**src/rtl/game_tick_scheduler.sv**
```systemverilog
// rtl/game_tick_scheduler.sv - Tetris gravity/move tick sequencer with game phase FSM
package tetris_pkg;
    typedef enum logic [2:0] {
        CMD_NONE   = 3'd0,
        CMD_LEFT   = 3'd1,
        CMD_RIGHT  = 3'd2,
        CMD_ROTATE = 3'd3,
        CMD_DROP   = 3'd4
    } command_t;
endpackage

module game_tick_scheduler #(
    parameter int GRAVITY_BASE    = 12_000_000,
    parameter int GRAVITY_STEP    = 1_000_000,
    parameter int GRAVITY_MIN     = 1_500_000,
    parameter int MAX_LEVEL       = 9,
    parameter int LINES_PER_LEVEL = 10,
    parameter int MOVE_GAP        = 2_000_000,
    parameter int CLEAR_PERIOD    = 500_000,
    parameter int CNT_W           = 24
) (
    input  logic                clk,
    input  logic                reset,
    input  logic                start,
    input  logic                pause_toggle,
    input  logic                soft_drop,
    input  logic                move_req,
    input  tetris_pkg::command_t move_cmd,
    input  logic                line_clear_active,
    input  logic                game_over,
    output logic                gravity_tick,
    output logic                move_grant,
    output tetris_pkg::command_t move_cmd_out,
    output logic [2:0]          state,
    output logic [3:0]          level,
    output logic [15:0]         lines
);

    typedef enum logic [2:0] {
        S_IDLE  = 3'd0,
        S_RUN   = 3'd1,
        S_PAUSE = 3'd2,
        S_CLEAR = 3'd3,
        S_OVER  = 3'd4
    } state_t;

    localparam logic [CNT_W-1:0] BASE_C       = CNT_W'(GRAVITY_BASE);
    localparam logic [CNT_W-1:0] STEP_C       = CNT_W'(GRAVITY_STEP);
    localparam logic [CNT_W-1:0] MIN_C        = CNT_W'(GRAVITY_MIN);
    localparam logic [CNT_W-1:0] GAP_LOAD     = CNT_W'(MOVE_GAP - 1);
    localparam logic [CNT_W-1:0] CLEAR_LAST   = CNT_W'(CLEAR_PERIOD - 1);
    localparam logic [CNT_W-1:0] SUB_LAST     = CNT_W'(LINES_PER_LEVEL - 1);
    localparam logic [3:0]       LVL_MAX      = 4'(MAX_LEVEL);

    state_t                st;
    logic [CNT_W-1:0]      grav_cnt;
    logic [CNT_W-1:0]      gap_cnt;
    logic [CNT_W-1:0]      lvl_sub;
    logic [CNT_W-1:0]      drop_amt;
    logic [CNT_W-1:0]      period;
    logic                  pend_valid;
    tetris_pkg::command_t  pend_cmd;
    logic                  tick_due;
    logic                  grant_ok;
    tetris_pkg::command_t  grant_src;

    assign state = st;

    // Gravity period for the current level, floored, then quartered during soft drop
    always_comb begin
        drop_amt = CNT_W'(level) * STEP_C;
        if ((drop_amt + MIN_C) >= BASE_C)
            period = MIN_C;
        else
            period = BASE_C - drop_amt;
        if (soft_drop)
            period = period >> 2;
    end

    // Tick and grant eligibility; a fresh request bypasses the buffer and beats an older one
    always_comb begin
        tick_due  = (grav_cnt + CNT_W'(1)) >= period;
        grant_src = move_req ? move_cmd : pend_cmd;
        grant_ok  = (move_req || pend_valid) && (gap_cnt == '0) && !tick_due;
    end

    // Phase FSM, counters, move arbitration and line/level accounting
    always_ff @(posedge clk) begin
        if (reset) begin
            st           <= S_IDLE;
            gravity_tick <= 1'b0;
            move_grant   <= 1'b0;
            move_cmd_out <= tetris_pkg::CMD_NONE;
            level        <= 4'd0;
            lines        <= 16'd0;
            lvl_sub      <= '0;
            grav_cnt     <= '0;
            gap_cnt      <= '0;
            pend_valid   <= 1'b0;
            pend_cmd     <= tetris_pkg::CMD_NONE;
        end else begin
            gravity_tick <= 1'b0;
            move_grant   <= 1'b0;
            move_cmd_out <= tetris_pkg::CMD_NONE;
            case (st)
                S_IDLE, S_OVER: begin
                    pend_valid <= 1'b0;
                    if (start) begin
                        st       <= S_RUN;
                        level    <= 4'd0;
                        lines    <= 16'd0;
                        lvl_sub  <= '0;
                        grav_cnt <= '0;
                        gap_cnt  <= '0;
                        pend_cmd <= tetris_pkg::CMD_NONE;
                    end
                end
                S_RUN: begin
                    if (game_over) begin
                        st         <= S_OVER;
                        pend_valid <= 1'b0;
                    end else if (line_clear_active) begin
                        st         <= S_CLEAR;
                        grav_cnt   <= '0;
                        pend_valid <= 1'b0;
                        if (lines != 16'hFFFF)
                            lines <= lines + 16'd1;
                        if (lvl_sub >= SUB_LAST) begin
                            lvl_sub <= '0;
                            if (level < LVL_MAX)
                                level <= level + 4'd1;
                        end else begin
                            lvl_sub <= lvl_sub + CNT_W'(1);
                        end
                    end else if (pause_toggle) begin
                        st <= S_PAUSE;
                    end else begin
                        if (tick_due) begin
                            gravity_tick <= 1'b1;
                            grav_cnt     <= '0;
                        end else begin
                            grav_cnt <= grav_cnt + CNT_W'(1);
                        end
                        if (grant_ok) begin
                            move_grant   <= 1'b1;
                            move_cmd_out <= grant_src;
                            pend_valid   <= 1'b0;
                            gap_cnt      <= GAP_LOAD;
                        end else begin
                            if (gap_cnt != '0)
                                gap_cnt <= gap_cnt - CNT_W'(1);
                            if (move_req) begin
                                pend_valid <= 1'b1;
                                pend_cmd   <= move_cmd;
                            end
                        end
                    end
                end
                S_PAUSE: begin
                    if (game_over) begin
                        st         <= S_OVER;
                        pend_valid <= 1'b0;
                    end else if (pause_toggle) begin
                        st <= S_RUN;
                    end
                end
                S_CLEAR: begin
                    if (gap_cnt != '0)
                        gap_cnt <= gap_cnt - CNT_W'(1);
                    if (game_over) begin
                        st <= S_OVER;
                    end else if (!line_clear_active) begin
                        st       <= S_RUN;
                        grav_cnt <= '0;
                    end else if (grav_cnt >= CLEAR_LAST) begin
                        gravity_tick <= 1'b1;
                        grav_cnt     <= '0;
                    end else begin
                        grav_cnt <= grav_cnt + CNT_W'(1);
                    end
                end
                default: st <= S_IDLE;
            endcase
        end
    end

endmodule

```
**config.mk**
```make
export PLATFORM = sky130hd
export DESIGN_NAME = game_tick_scheduler
export DESIGN_NICKNAME = d
export VERILOG_FILES = /design/src/rtl/game_tick_scheduler.sv
export SDC_FILE = /design/constraint.sdc
export NUM_CORES = 1
export LEC_CHECK = 0
export ABC_AREA = 1
export BUFFER_PORTS_ARGS = -buffer_cell sky130_fd_sc_hd__buf_4
export CORE_UTILIZATION = 45
export DETAILED_ROUTE_END_ITERATION = 10
export GPL_TIMING_DRIVEN = 0
export PLACE_DENSITY_LB_ADDON = 0.3
export SYNTH_ARGS = -nofsm -noshare
export SYNTH_HDL_FRONTEND = slang
export SYNTH_SLANG_ARGS = --single-unit
```
**constraint.sdc**
```tcl
create_clock -name clk -period 4.9 [get_ports clk]
set_input_delay 0.98 -clock clk [delete_from_list [all_inputs] [get_ports clk]]
set_output_delay 0.98 -clock clk [all_outputs]
set_load 0.05 [all_outputs]
```
==> implementation parameters <==
Parameter                              Value

Place
  Pre-CTS worst setup slack    -795 ps
  GP Congestion    roughly 0.94
  Half-perimeter wire length after placement    approximately 14,000 um
  Number of placed instances, taps included    around 1.4k
  Total of buffers placed on input and output ports    36
  Placed standard-cell area    just under 0.008 mm2

Worst setup path
  Path type of the worst setup path    flip-flop to flip-flop
  R2r startpoint    level[1]
  Data required time at the worst endpoint    between 5000 and 6000 ps
  Arrival time worst endpoint    5260 ps
  Kind of start point of the critical path    flip-flop
  Critical Path Sink Type    flip-flop
  CP Launch Point    level[1]
  Largest stage delay on the critical path    530 ps
  Highest fanout seen on the critical path    7
  Slowest stage cell on the critical path    fa_1

STA
  Transition time at the pin with the least slew margin    744 ps
  Headroom to the max-slew limit    0.500
  Final critical delay including setup and external delays    4980 ps
  Highest attainable clock frequency    201 MHz
  Setup-violating endpoint count in the final report    20
  Hold violation count in the final report    0
  Worst Slack Setup Final    -77.3 ps
  Slew Viols, Final    0
  Worst Skew    11.4 ps
  Portion of the clock cycle consumed by the worst path in the final layout    1.02
  Setup repair after global routing missed its margin    true

Final layout
  Area occupied by multi-input gates    0.00522 mm2
  Antenna fix cells    0
  FF/Latch Area    0.00209 mm2
  Proportion of layout cells with a drive suffix above 1    0.206
  Final non-filler cell area    a little over 0.009 mm2
  Final net count    between 1k and 1.5k
  Layout-stage area growth over the synthesis result    24.8%
  FILL cells    about 1.5k
  Post-route non-filler standard cell count    about 1.4k
  Layout Utilization    0.576

Clocking
  Clock tree from TritonCTS    done
  Hold_buf cts    0
  Maximum buffer depth of the clock tree    2
  Htree depth    3
  Clock edge transition at the registers on the reported setup and hold paths    80 ps
  Clock latency reported for the late side of the worst-skew pair    around 360 ps
  Root Buffer    clkbuf_16
  Clock sink count    104
  Number of buffers added by the clock tree synthesis step    9

Global route
  Layer carrying the most global-route usage    met2
  Maximum number of pins on one net before global-route repair    20
  Number of global-route vias before repair    6,691
  Met3 usage in global routing    0.0328
  Wire length of the first global-routing pass    about 32,000 um
  Initial antenna violation count    0
  Met1 track utilization from global routing    0.318
  Global-route usage over all layers    0.237
  GRT Residual Overflow    0
  Met2 layer usage reported by global route    0.395

Pwr
  Proportion of power drawn by the clock network    0.173
  Leakage component of the power    4.07 nW
  Switching portion of total power    0.467
  Power per cell area    487 mW/mm2
  Switching power total    about 2.1 mW
  Combinational share of power    0.603
  Worst IR Drop VDD    0.000311 V
  Total power of the final layout    4.47 mW
  Sequential group share of total power    0.225
  Internal power consumption    about 2.4 mW

Floorplanning
  Core Region    0.0159 mm2
  Initial Util    0.461
  Die boundary height    ~130 um
  Top-level I/O count    39
  DIE WIDTH    130 um
  Rows    46
  Die outline area    between 0.015 and 0.02 mm2

Synthesis
  Number of enable flip-flop cells after synthesis    0
  Proportion of synthesized flip-flops having asynchronous set or reset    0
  Most used flip-flop cell after synthesis    dfxtp_1
  Most area-hungry cell type in the Yosys netlist    dfxtp_1
  Total standard cell area after synthesis    0.00736 mm2
  Ranking of synthesized cells by area    dfxtp_1 (28%), nand2_1 (14%), ha_1 (8.8%)
  Post-synthesis sequential area ratio    0.283
  Count of unique library cells instantiated by Yosys    45
  Fraction of synthesized cell area taken by the top area cell type    0.283
  Gate count after technology mapping    1,107
  Number of flip-flops and latches in the synthesized netlist    104
  Average cell area after synthesis    6.65 um2
  Mapped Nets    1,175
  YS warnings    0

Routing
  Remaining routing DRC violations    0
  Total number of vias    between 7k and 8k
  Initial DRT Pass Iterations    5
  Antenna-violating nets left    0
  Iter 0 DRT Violations    between 500 and 600
  Routed wire length    19,800 um
  Post-detailed-route via-to-cell ratio    5.30
  Per-cell routed wire length    14.0 um

Run
  Max_cap viols    0

Outcome
  Violated checks    setup timing
  Status    complete, but fails checks

Min path
  Class of the tightest hold or removal check    flip-flop to flip-flop
  Startpoint of the tightest hold check path    lvl_sub[19]
-- through the flow --
step                      setup TNS, ps  hold slack, ps
final                              -737             442
after global routing             -12430             452
after CTS                        -0.715             441
after detailed placement         -32940             429
after global placement           -30280             427
after floorplan                       0             419
-- registers in the layout (all words and copies together), names as in the netlist --
register      count
gap_cnt          24
grav_cnt         24
lvl_sub          24
lines            16
level             4
move_cmd_out      3
pend_cmd          3
state             3
gravity_tick      1
move_grant        1
pend_valid        1
-- metal layers --
layer,up-vias,share of wire
li1,3834,-
met1,3444,0.47
met2,187,0.46
met3,34,0.048
met4,0,0.019
met5,-,0
-- cell usage after synthesis (2+ instances only) --
cell type / count
a21oi_1: 77
ha_1: 52
xnor2_1: 12
nor2_4: 2
o21ai_1: 7
a31o_2: 2
nand2_2: 3
nor2_1: 116
nand3_1: 85
a211oi_1: 4
nor3_1: 33
or2_2: 3
inv_2: 12
fa_1: 5
nand3b_1: 6
nor4_1: 14
nand4_1: 42
xor2_1: 38
nor3b_1: 2
o211a_1: 2
dfxtp_1: 104
mux2i_1: 3
inv_1: 110
o21ai_0: 29
o211ai_1: 6
nor2_2: 9
buf_2: 12
clkbuf_1: 20
nand2_1: 269
o31ai_1: 2
clkinv_1: 5
a31oi_1: 8
-- worst max-delay path, delay by kind of cell (launching register included) --
family,cells,cell delay [ps]
buffers and inverters,6,680
XOR/XNOR,1,290
AND/OR/NAND/NOR,9,870
flip-flops,1,400
AO/OA/AOI/OAI,8,1240
adder cells (fa/ha/maj),4,1380
-- cell families (layout without fill, tap and decap cells) --
group           after synthesis  count (layout)  share of synthesized area
flops                       104             104                      0.283
xor+xnor                     51              51                     0.0617
buf+inv                     160             251                     0.0837
compound gates              142             142                      0.107
simple gates                590             590                      0.358
mux                           3               3                    0.00408
fa+ha+maj                    57              57                      0.102
-- power groups by stage --
stage / registers, mW / clock network [mW] / logic (mW)
after floorplan: 1.04 / 0 / 1.64
after global routing: 1.01 / 0.818 / 2.99
after CTS: 1.00 / 0.782 / 2.33
after global placement: 1.03 / 0 / 2.08
final: 1.00 / 0.772 / 2.69
after detailed placement: 1.03 / 0 / 2.10
-- final cells by class --
class,instances,area share
buffer,33,0.0191
clock buffer,10,0.0249
clock inverter,6,0.00940
inverter,127,0.0523
multi-input combinational,843,0.569
sequential,104,0.228
tap,216,0.0294
timing repair buffer,75,0.0680
-- cell usage in the layout (no fill, tap or decap), drive strengths merged, types with 3 or more instances in the layout --
| cell | count |
|---|---|
| dfxtp | 104 |
| nand4 | 42 |
| nor3 | 34 |
| buf | 88 |
| nand3 | 86 |
| a31oi | 8 |
| xnor2 | 12 |
| inv | 124 |
| clkbuf | 30 |
| o211ai | 6 |
| clkinv | 7 |
| fa | 5 |
| o21ai | 36 |
| a21oi | 78 |
| nor4 | 15 |
| a211oi | 5 |
| nor2 | 127 |
| nand2 | 273 |
| mux2i | 3 |
| xor2 | 39 |
| nand3b | 6 |
| or2 | 4 |
| ha | 52 |
-- path summary, 6_finish.rpt --
kind | endpoint | slack, ps | cells past startpoint
worst max-delay path | grav_cnt[17] | -80 | 28
worst min-delay path | lvl_sub[19] | 440 | 2
worst max register to register | grav_cnt[17] | -80 | 28
worst min register to register | lvl_sub[19] | 440 | 2
-- what timing repair did --
item,CTS,global route
gates resized for setup,53,96
pin swaps,33,44
hold endpoints to repair,0,0
setup endpoints to repair,53,53
gates cloned,4,1
buffers inserted,27,7
Power figures use the tool's default switching activity.
